`src/rtl/vector_pkg.sv`:
```
// vector_pkg
//   Shared definitions for the vector list sequencer: list word layout,
//   opcode values and the sequencer state encoding.
//   List word (26 bits): {op[1:0], x[11:0], y[11:0]}.
package vector_pkg;

  localparam int WORD_W  = 26;
  localparam int COORD_W = 12;

  // Field positions inside a list word
  localparam int OP_MSB = 25;
  localparam int OP_LSB = 24;
  localparam int X_MSB  = 23;
  localparam int X_LSB  = 12;
  localparam int Y_MSB  = 11;
  localparam int Y_LSB  = 0;

  typedef enum logic [1:0] {
    OP_NOP  = 2'd0,
    OP_JUMP = 2'd1,
    OP_DRAW = 2'd2,
    OP_END  = 2'd3
  } op_e;

  typedef enum logic [2:0] {
    ST_IDLE      = 3'd0,
    ST_FETCH     = 3'd1,
    ST_WAIT_DATA = 3'd2,
    ST_DECODE    = 3'd3,
    ST_WAIT_RDY  = 3'd4,
    ST_GAP       = 3'd5
  } state_e;

endpackage

```
`src/rtl/frame_timer.sv`:
```
// frame_timer
//   Free-running frame timer. Counts every clock, saturates at all-ones and
//   is cleared when a new frame starts.
// Ports:
//   clk       system clock
//   reset     synchronous active-low reset
//   clear     restart counting from zero (frame start)
//   start_ok  count has reached FRAME_CYCLES-1: a new frame may start
//   expired   count has reached FRAME_CYCLES: the running frame is too long
module frame_timer #(
  parameter int unsigned FRAME_CYCLES = 833333,
  parameter int unsigned FRAME_W      = 20
) (
  input  logic clk,
  input  logic reset,
  input  logic clear,
  output logic start_ok,
  output logic expired
);

  logic [FRAME_W-1:0] count_q;
  logic [FRAME_W-1:0] count_d;

  always_comb begin
    count_d = count_q;
    if (clear) begin
      count_d = '0;
    end else if (count_q != '1) begin
      count_d = count_q + FRAME_W'(1);
    end
  end

  always_ff @(posedge clk) begin
    if (!reset) begin
      count_q <= '0;
    end else begin
      count_q <= count_d;
    end
  end

  assign start_ok = (count_q >= FRAME_W'(FRAME_CYCLES - 1));
  assign expired  = (count_q >= FRAME_W'(FRAME_CYCLES));

endmodule

```
`src/rtl/vector_list_sequencer.sv`:
```
// vector_list_sequencer
//   Walks a double-buffered display list in list RAM and hands one JUMP/DRAW
//   command at a time to the vector control block. The displayed bank is
//   redrawn once per frame period; banks swap at END when requested.
// Ports:
//   clk, reset            clock, synchronous active-low reset
//   enable                run frames (0 = stop at next frame boundary)
//   swap_req              pulse: swap displayed bank at next END
//   mem_addr/mem_rd       list RAM read port (data one cycle after mem_rd)
//   mem_data              {op, x, y} list word
//   ctrl_ready            control block idle and able to take a command
//   ctrl_jump/ctrl_draw   one-cycle command pulses
//   ctrl_x/ctrl_y         target, held from one issue until the next
//   bank_disp             bank currently displayed
//   frame_done            one-cycle pulse when END (or a wrap) ends the frame
//   overrun, wrap_err     sticky error flags, cleared only by reset
module vector_list_sequencer
  import vector_pkg::*;
#(
  parameter int unsigned ADDR_W       = 10,
  parameter int unsigned FRAME_CYCLES = 833333,
  parameter int unsigned FRAME_W      = 20
) (
  input  logic               clk,
  input  logic               reset,
  input  logic               enable,
  input  logic               swap_req,
  output logic [ADDR_W-1:0]  mem_addr,
  output logic               mem_rd,
  input  logic [WORD_W-1:0]  mem_data,
  input  logic               ctrl_ready,
  output logic               ctrl_jump,
  output logic               ctrl_draw,
  output logic [COORD_W-1:0] ctrl_x,
  output logic [COORD_W-1:0] ctrl_y,
  output logic               bank_disp,
  output logic               frame_done,
  output logic               overrun,
  output logic               wrap_err
);

  state_e              state_q, state_d;
  logic [ADDR_W-1:0]   addr_q, addr_d;
  logic [WORD_W-1:0]   cmd_q, cmd_d;
  logic [COORD_W-1:0]  x_q, x_d;
  logic [COORD_W-1:0]  y_q, y_d;
  logic                bank_q, bank_d;
  logic                swap_pending_q, swap_pending_d;
  logic                overrun_q, overrun_d;
  logic                wrap_err_q, wrap_err_d;

  logic                timer_clear;
  logic                timer_start_ok;
  logic                timer_expired;
  logic                issue;
  logic                advance;
  logic                end_evt;
  logic                fetch;
  logic                low_last;
  logic [ADDR_W-2:0]   low_inc;
  op_e                 op;

  frame_timer #(
    .FRAME_CYCLES (FRAME_CYCLES),
    .FRAME_W      (FRAME_W)
  ) u_frame_timer (
    .clk      (clk),
    .reset    (reset),
    .clear    (timer_clear),
    .start_ok (timer_start_ok),
    .expired  (timer_expired)
  );

  assign op       = op_e'(cmd_q[OP_MSB:OP_LSB]);
  assign low_last = &addr_q[ADDR_W-2:0];
  assign low_inc  = addr_q[ADDR_W-2:0] + (ADDR_W-1)'(1);

  // Next-state logic. Only the low address bits ever move; the bank bit is
  // loaded at frame start and stays put, so walking off the end of a bank
  // wraps to its base and ends the frame as if END had been read.
  always_comb begin
    state_d        = state_q;
    addr_d         = addr_q;
    cmd_d          = cmd_q;
    x_d            = x_q;
    y_d            = y_q;
    bank_d         = bank_q;
    swap_pending_d = swap_pending_q | swap_req;
    overrun_d      = overrun_q | ((state_q != ST_IDLE) & timer_expired);
    wrap_err_d     = wrap_err_q;
    timer_clear    = 1'b0;
    issue          = 1'b0;
    advance        = 1'b0;
    end_evt        = 1'b0;
    fetch          = 1'b0;

    unique case (state_q)
      ST_IDLE: begin
        if (enable && timer_start_ok) begin
          addr_d      = {bank_q, {(ADDR_W-1){1'b0}}};
          timer_clear = 1'b1;
          state_d     = ST_FETCH;
        end
      end
      ST_FETCH: begin
        fetch   = 1'b1;
        state_d = ST_WAIT_DATA;
      end
      ST_WAIT_DATA: begin
        cmd_d   = mem_data;
        state_d = ST_DECODE;
      end
      ST_DECODE: begin
        unique case (op)
          OP_NOP:  advance = 1'b1;
          OP_END: begin
            end_evt = 1'b1;
            state_d = ST_IDLE;
          end
          default: state_d = ST_WAIT_RDY;
        endcase
      end
      ST_WAIT_RDY: begin
        // Gating with reset drops a pulse that would coincide with reset.
        if (ctrl_ready && reset) begin
          issue   = 1'b1;
          x_d     = cmd_q[X_MSB:X_LSB];
          y_d     = cmd_q[Y_MSB:Y_LSB];
          state_d = ST_GAP;
        end
      end
      // Control's ready lags its own state update by a cycle, so ready is
      // ignored here; the next fetch overlaps control's work.
      ST_GAP: advance = 1'b1;
      default: state_d = ST_IDLE;
    endcase

    if (advance) begin
      if (low_last) begin
        wrap_err_d = 1'b1;
        end_evt    = 1'b1;
        addr_d     = {addr_q[ADDR_W-1], {(ADDR_W-1){1'b0}}};
        state_d    = ST_IDLE;
      end else begin
        addr_d  = {addr_q[ADDR_W-1], low_inc};
        state_d = ST_FETCH;
      end
    end

    // A swap_req arriving in the END cycle itself still applies to this frame.
    if (end_evt && (swap_pending_q || swap_req)) begin
      bank_d         = ~bank_q;
      swap_pending_d = 1'b0;
    end
  end

  always_ff @(posedge clk) begin
    if (!reset) begin
      state_q        <= ST_IDLE;
      addr_q         <= '0;
      cmd_q          <= '0;
      x_q            <= '0;
      y_q            <= '0;
      bank_q         <= 1'b0;
      swap_pending_q <= 1'b0;
      overrun_q      <= 1'b0;
      wrap_err_q     <= 1'b0;
    end else begin
      state_q        <= state_d;
      addr_q         <= addr_d;
      cmd_q          <= cmd_d;
      x_q            <= x_d;
      y_q            <= y_d;
      bank_q         <= bank_d;
      swap_pending_q <= swap_pending_d;
      overrun_q      <= overrun_d;
      wrap_err_q     <= wrap_err_d;
    end
  end

  // The coordinates go out in the same cycle as the pulse, then hold.
  assign ctrl_x     = issue ? cmd_q[X_MSB:X_LSB] : x_q;
  assign ctrl_y     = issue ? cmd_q[Y_MSB:Y_LSB] : y_q;
  assign ctrl_jump  = issue & (op == OP_JUMP);
  assign ctrl_draw  = issue & (op == OP_DRAW);
  assign mem_rd     = fetch & reset;
  assign frame_done = end_evt & reset;
  assign mem_addr   = addr_q;
  assign bank_disp  = bank_q;
  assign overrun    = overrun_q;
  assign wrap_err   = wrap_err_q;

endmodule

```
`config.mk`:
```
export PLATFORM = sky130hd
export DESIGN_NAME = vector_list_sequencer
export DESIGN_NICKNAME = d
export VERILOG_FILES = /design/src/rtl/vector_pkg.sv /design/src/rtl/frame_timer.sv /design/src/rtl/vector_list_sequencer.sv
export SDC_FILE = /design/constraint.sdc
export NUM_CORES = 1
export LEC_CHECK = 0
export ABC_AREA = 1
export ABC_CLOCK_PERIOD_IN_PS = 2500
export CORE_UTILIZATION = 53
export DETAILED_ROUTE_END_ITERATION = 6
export HOLD_SLACK_MARGIN = 0.02
export PLACE_DENSITY = 0.86
export SYNTH_ARGS = -nofsm -noshare
export SYNTH_HDL_FRONTEND = slang
export SYNTH_HIERARCHICAL = 1
export SYNTH_SLANG_ARGS = --single-unit
```
`constraint.sdc`:
```
create_clock -name clk -period 2.5 [get_ports clk]
set_input_delay 0.75 -clock clk [delete_from_list [all_inputs] [get_ports clk]]
set_output_delay 0.75 -clock clk [all_outputs]
set_load 0.02 [all_outputs]
```
==> results list, run 1 <==
- Starting density of the core: 0.548
* CTS Root Cell: clkbuf_8
- The setup path with the least slack is of type reg -> out.
- Max cap viols: 0
- The critical path starts at mem_addr[0].
- DP HPWL: 7530 um
* Number of synthesized register bits: 87
- Reg2reg end: u_frame_timer/count_q[7]
- The share of synthesized area in the top cell type comes to 0.409.
- The repair_antennas step left the layout with diodes totalling 0.
* Leak pwr: 2.43 nW
* Synth Flop Type: dfxtp_1
- The detail route stage leaves a number of antenna-violating nets equal to 0.
* Tightest Hold Check Type: reg -> reg
- Synthesis produced a netlist with a net count of 597.
- In this run the count of I/O pins placed on the die edge is 72.
- Largest net degree at the start of global routing: 52
* Max FO, Critical Path: 2
* Via count of the first global-routing pass: 4,090
* Worst-case headroom to the max-slew limit: 0.419
* DRC violations left: 0
* Pre-Repair DR Iteration Count: 5
- Timing endpoint of the critical path: frame_done
- Failing checks: negative setup slack
- After clock tree synthesis, the clock-pin slew on the worst setup and hold paths is 0.09 ns.
- Setup TNS: -0.149 ns
* Critical register-to-register path startpoint: u_frame_timer/count_q[13]
- Worst clock skew: 0.0166 ns
- Total power per unit cell area: 480 nW/um2
- For this run the aggregate overflow at the end of global routing stands at 0.
- For this block, the via count after detailed routing is 4,347.
- The initial antenna violation count is 0.
- Count of different cell masters after synthesis: 37
* Slew at the pin with the worst max-slew slack: 0.868 ns
- Dividing the final minimum period by the clock period gives 1.05.
- Post-synth ARST share: 0
- Counting the buffers created by CTS gives 9.
- Floorplan Core Area: 7770 um2
- TritonCTS Sinks: 87
- For this run, the top clock speed supported by timing is 380 MHz.
- Mapped Avg Cell Area: 7.59 um2
- Stages on the worst setup path: 9
* Vert. Die Dim: 91.6 um
* Final weighted congestion in routability-driven placement: 0.866
- After clock tree synthesis, the flow added hold-fix buffers numbering 0.
* Worst path top cell family by delay: simple AND/OR/NAND/NOR gates
* Via-per-instance ratio: 5.38
- Critical path endpoint category: output port
* Maximum clock path buffer count: 2
- Type of origin of the critical path: flop
- The die covers 8400 um2.
- Number of buffer cells added on primary ports: 71
* Buffering stage count on the worst path with inverters included: 1
* Area growth, synth to finish: 41.3%
- The largest individual stage delay along the critical path comes from the cell dfxtp_2.
- Walking the worst path, the cells encountered are ha_4, nand3_4, nor2_4, nand3_4, nor2_4, ha_4, nand2_4, a21oi_2, buf_4.
- The biggest area contributor in the post-synthesis netlist is dfxtp_1.
* Sequential share of the synthesized area: 0.409
- Final-stage net count: 737
- Across every metal layer, demand over resource in global routing totals 0.272.
* Source-to-sink clock delay at the later pin of the worst-skew pair: 0.37 ns
* Final WS setup: -0.130 ns
* Netlist area before placement: 4260 um2
* Die Span X: 91.6 um
* Fraction of final layout cells sized beyond drive strength 1: 0.346
* Worst Hold Margin: 0.471 ns
- WP data required: 1.75 ns
- Post-synthesis cell count: 561
* Clock tree from TritonCTS: built
* FF-to-FF setup slack: 0.19 ns
- Highest-count cells in the layout ignoring fill and taps: buf_4, dfxtp_1, nand2_1, inv_1, a21oi_1
- Summed over all layers, the routed wires come to 12,900 um.
- Detail-routed net length per standard cell: 15.9 um
- Standard-cell row count: 32
- Final Critical Period: 2.63 ns
- Endpoints failing hold: 0
* Register-to-Register Path Depth: 11
- The number of max-slew violations in the final report was 0.
* Peak supply drop: 297 uV
- Critical Path Max Stage Delay: 0.36 ns
- Signal arrival time at the worst endpoint: 1.88 ns
* Leading cell type in the layout, fill and taps excluded: buf_4
- By area the synthesized netlist is led by dfxtp_1, a21oi_1, inv_1, nand2_1, a211oi_2.
- DRT iter0 DRCs: 341
- Setup repair after global routing could not meet its margin everywhere.
* Number of warnings printed during yosys synthesis: 6
- The flow ran to the end, but the final reports show violations.
- Before CTS, the worst setup slack after placement is -0.990 ns.
- Count of flip-flops with a built-in enable after synthesis: 0
- Setup violations remaining at the end of the flow were counted as 3.
* H-tree depth reported by CTS: 3
- Wire length of the first global-routing pass: 18,300 um
## what timing repair did
item                                    4_1_cts  5_1_grt
cloned                                        2        3
endpoints found under the setup margin       28       26
pin swaps                                     9       12
buffers inserted                              7        9
resized for setup                           155       56
## final cells by class
cell class / count / area (um2)
Multi-Input combinational cell: 356 / 2250
Tap cell: 102 / 128
Clock inverter: 7 / 76.3
Clock buffer: 9 / 124
Fill cell: 503 / 1750
Timing Repair Buffer: 149 / 1320
Inverter: 98 / 375
Sequential cell: 87 / 1750
## cell families (layout without fill, tap and decap cells)
kind of cell | Yosys count | after routing | share of synthesized area
buffers and inverters | 119 | 263 | 0.119
adder cells (fa/ha/maj) | 5 | 5 | 0.0147
AND/OR/NAND/NOR | 200 | 201 | 0.233
XOR/XNOR | 8 | 8 | 0.0165
AO/OA/AOI/OAI | 142 | 142 | 0.208
flip-flops | 87 | 87 | 0.409
## registers in the layout (all words and copies together), names as in the netlist
signal / count
cmd_q: 26
u_frame_timer/count_q: 20
x_q: 12
y_q: 12
mem_addr: 10
state_q: 3
bank_disp: 1
overrun: 1
swap_pending_q: 1
wrap_err: 1
## stage by stage
step                      total power, mW  area, um2  cells   util
after global routing                 2.99       6020    808  0.775
after global placement               1.84       5480    771  0.706
final                                2.89       6020    808  0.775
after detailed placement             1.86       5480    771  0.706
after CTS                            2.85       5750    796  0.740
after floorplan                      1.72       4330    561      -
## tightest hold or removal path, delay by kind of cell, from the launching register on
family	cells	cell delay (ns)
flops	1	0.33
buf+inv	1	0.05
compound gates	1	0.05
## metal layers
layer	track usage	vias up	wire length, um
met5	0	-	0
met4	0.134	0	507
met3	0.0498	41	582
met2	0.481	172	6700
met1	0.314	2052	5090
li1	-	2082	-
## cell usage after synthesis, types with 2 or more instances
library cell,number
a21oi_1,69
xnor2_1,6
a21oi_2,5
buf_2,4
a211oi_1,7
ha_1,5
nor2_1,40
nor3_1,3
xor2_1,2
nand3_1,28
clkbuf_1,8
a211oi_2,17
a31oi_1,4
inv_1,83
inv_2,13
nor3_2,2
nor2_4,4
dfxtp_1,87
or2_2,16
or2_1,8
nand2_4,4
buf_6,6
nor2_8,2
nor2_2,4
nand3b_1,2
o211ai_1,2
nand4_1,2
o21ai_0,37
nand2_1,79
buf_4,2
nand2_2,4
## report_power, final
part / leakage, nW / internal (mW) / switching, mW
sequential: 0.705 / 1.46 / 0.0374
combinational: 1.62 / 0.147 / 0.230
clock: 0.0966 / 0.470 / 0.545
## worst min-delay path by stage
stage / startpoint / slack [ns] / to / cells past startpoint
final: wrap_err / 0.47 / wrap_err / 2
after global routing: wrap_err / 0.50 / wrap_err / 2
after CTS: wrap_err / 0.47 / wrap_err / 2
after detailed placement: wrap_err / 0.45 / wrap_err / 2
after global placement: wrap_err / 0.45 / wrap_err / 2
after floorplan: cmd_q[0] / 0.45 / cmd_q[0] / 2
Power figures use the tool's default switching activity.
==> run 2, diff against run 1 <==
--- a/config.mk
+++ b/config.mk
@@ -11,6 +11,7 @@
 export DETAILED_ROUTE_END_ITERATION = 6
 export HOLD_SLACK_MARGIN = 0.02
 export PLACE_DENSITY = 0.86
+export SKIP_LAST_GASP = 1
 export SYNTH_ARGS = -nofsm -noshare
 export SYNTH_HDL_FRONTEND = slang
 export SYNTH_HIERARCHICAL = 1
==> run 2 against run 1 <==
  * The run still ends with negative setup slack left
  * Worst setup slack improved by 0.017 ns
  * Combinational power decreased by 3%
  * Cell area decreased by 2.1%
  * Count of clock-buffer cells in the layout unchanged
  * Critical path depth unchanged
  * Critical endpoint unchanged
  * Largest cell class unchanged
  * Largest power group unchanged
  * Highest routed layer unchanged
==> results list, run 2 (same netlist as run 1, synthesis figures left out) <==
* Result of the run: complete, but fails checks (unchanged)
- Failing checks: negative setup slack (unchanged).
- Number of flip-flops under the largest register name: 26 (unchanged)
- The total vias in the final route is 4,241 (was 4,347).
- The worst min-delay path category was reg -> reg (unchanged).
- The slowest stage cell on the critical path is dfxtp_2 (unchanged).
- The number of max-slew violations in the final report came to 0 (unchanged).
* Final Critical Period: 2.61 ns (was 2.63 ns)
- Via count of the first global-routing pass: 4,097 (was 4,090)
- The total count of hold-check failures in the final report came to 0 (unchanged).
- The detailed-routing iteration count for the pre-antenna-repair pass is 7 (was 5).
- Register bank with the most flops: cmd_q (unchanged)
- The initial core utilization is 0.548 (unchanged).
- Tcrit/Tclk final: 1.05 (about the same)
- Worst setup slack after placement: -0.990 ns (unchanged)
* Number of setup violations in the final report: 1 (was 3)
- Largest net degree at the start of global routing: 52 (unchanged)
- The worst setup slack after layout came to -0.113 ns (was -0.130 ns).
* Detail-routed net length per standard cell: 14.8 um (was 15.9 um)
* Vert. Die Dim: 91.6 um (unchanged)
- The total non-filler cell area in the finished layout came to 5890 um2 (was 6020 um2).
* Number of placed cells counting well taps: 771 (unchanged)
* Wire length of the first global-routing pass: 18,200 um (was 18,300 um)
* Top achievable clock speed: 383 MHz (was 380 MHz)
- Via-per-instance ratio: 5.27 (was 5.38)
- The worst setup path category is reg -> out (unchanged).
- The number of nets still failing antenna checks after routing came to 0 (unchanged).
* Area of placed instances: 5480 um2 (unchanged)
* Slew at the pin with the worst max-slew slack: 0.846 ns (was 0.868 ns)
- The die footprint is 8400 um2 (unchanged).
- The number of buffers added by the clock tree synthesis step was 9 (unchanged).
- Setup repair after global routing missed its margin: true (unchanged).
- The largest stage delay on the critical path is 0.36 ns (about the same).
* DRC violations left: 0 (unchanged)
- Non-filler cells in the finished layout: 804 (was 808)
- The share of cells above drive strength 1 was 0.333 (was 0.346).
- The worst slew margin relative to its limit is 0.434 (was 0.419).
- FF-to-FF setup slack: 0.25 ns (was 0.19 ns)
- Leading cell type in the layout, fill and taps excluded: dfxtp_1 (was buf_4)
- The first-iteration detailed-routing DRC count is 316 (was 341).
* Regs by FF count: cmd_q: 26 flops, u_frame_timer/count_q: 20 flops (unchanged)
- Total power per unit cell area: 485 nW/um2 (was 480 nW/um2)
- The critical path data arrival time came to 1.86 ns (was 1.88 ns).
- The core occupancy in the finished layout came to 0.759 (was 0.775).
* WP data required: 1.75 ns (about the same)
- Number of antenna violations at the first check in global routing: 0 (unchanged)
* Leak pwr: 2.40 nW (was 2.43 nW)
- The peak ir drop on the vdd network was 285 uV (was 297 uV).
* TritonCTS Sinks: 87 (unchanged)
- Highest-count cells in the layout ignoring fill and taps: dfxtp_1, buf_4, inv_1, nand2_1, a21oi_1 (was buf_4, dfxtp_1, nand2_1, inv_1, a21oi_1)
- Type of origin of the critical path: flop (unchanged)
- Global router's overall resource usage: 0.271 (was 0.272)
- The buffer levels on the longest clock path came to 2 (unchanged).
- The global placement routability congestion came to 0.866 (unchanged).
* Source-to-sink clock delay at the later pin of the worst-skew pair: 0.36 ns (was 0.37 ns)
- The synthesis-to-layout area growth was 38.4% (was 41.3%).
- Critical path endpoint category: output port (unchanged)
- Floorplan Core Area: 7770 um2 (unchanged)
- Aggregate global routing overflow: 0 (unchanged)
- The count of standard-cell rows is 32 (unchanged).
- The worst-case clock skew is 0.0172 ns (was 0.0166 ns).
- The overall power of the completed layout came to 2.86 mW (was 2.89 mW).
- Wirelength, routed: 11,900 um (was 12,900 um)
- Clock tree from TritonCTS: built (unchanged)
- Clk slew on worst S/H paths: 0.09 ns (about the same)
- The number of primary I/O pins came to 72 (unchanged).
- H-tree depth reported by CTS: 3 (unchanged)
- DP HPWL: 7530 um (unchanged)
- Worst Hold Margin: 0.472 ns (was 0.471 ns)
- The count of antenna diodes in the layout was 0 (unchanged).
- Number of buffer cells added on primary ports: 71 (unchanged)
- Max FO, Critical Path: 2 (unchanged)
- Setup TNS: -0.113 ns (was -0.149 ns)
- The horizontal extent of the die is 91.6 um (unchanged).
- The final net count is 733 (was 737).
- CTS Root Cell: clkbuf_8 (unchanged)
- Crit path cell chain: ha_4, nand3_4, nor2_4, nand3_4, nor2_4, ha_4, nand2_4, a21oi_2, buf_4 (unchanged)
- Max cap viols: 0 (unchanged)
==> run 2: metal layers <==
layer | GRT usage | wire, um | vias up
li1 | - | - | 2072
met2 | 0.481 | 6190 | 144
met4 | 0.131 | 352 | 0
met1 | 0.312 | 4720 | 1996
met3 | 0.0489 | 595 | 29
met5 | 0 | 0 | -
==> run 2: critical path: cells and delay by family, from the launching register on <==
family	cells	cell delay, ns
buffers and inverters	1	0.16
AO/OA/AOI/OAI	1	0.15
adder cells (fa/ha/maj)	2	0.31
AND/OR/NAND/NOR	5	0.52
flip-flops	1	0.36
==> run 2: worst paths after layout <==
check / startpoint / end / depth (start not counted)
worst min-delay path: wrap_err / wrap_err / 2
worst max register to register: u_frame_timer/count_q[19] / u_frame_timer/count_q[7] / 11
worst max-delay path: mem_addr[0] / frame_done / 9
worst min register to register: wrap_err / wrap_err / 2
==> run 2: power breakdown <==
group | switching [mW] | total, mW | internal, mW
Combinational | 0.221 | 0.365 | 0.145
Sequential | 0.0361 | 1.49 | 1.46
Clock | 0.529 | 1.00 | 0.471
==> run 2: layout make-up <==
cell class / count / area [um2]
multi-input cells: 356 / 2210
fillers: 525 / 1880
flip-flops and latches: 87 / 1750
repair buffers: 145 / 1240
inverters: 98 / 370
well taps: 102 / 128
clock buffers: 9 / 124
clock inverters: 7 / 76.3
==> run 2: what timing repair did <==
action / in CTS / in global routing
hold endpoints to repair: 0 / 0
cloned: 2 / 3
resized for setup: 154 / 31
hold buffers: 0 / 0
setup endpoints to repair: 28 / 26
setup buffers: 7 / 6
pin swaps: 9 / 9
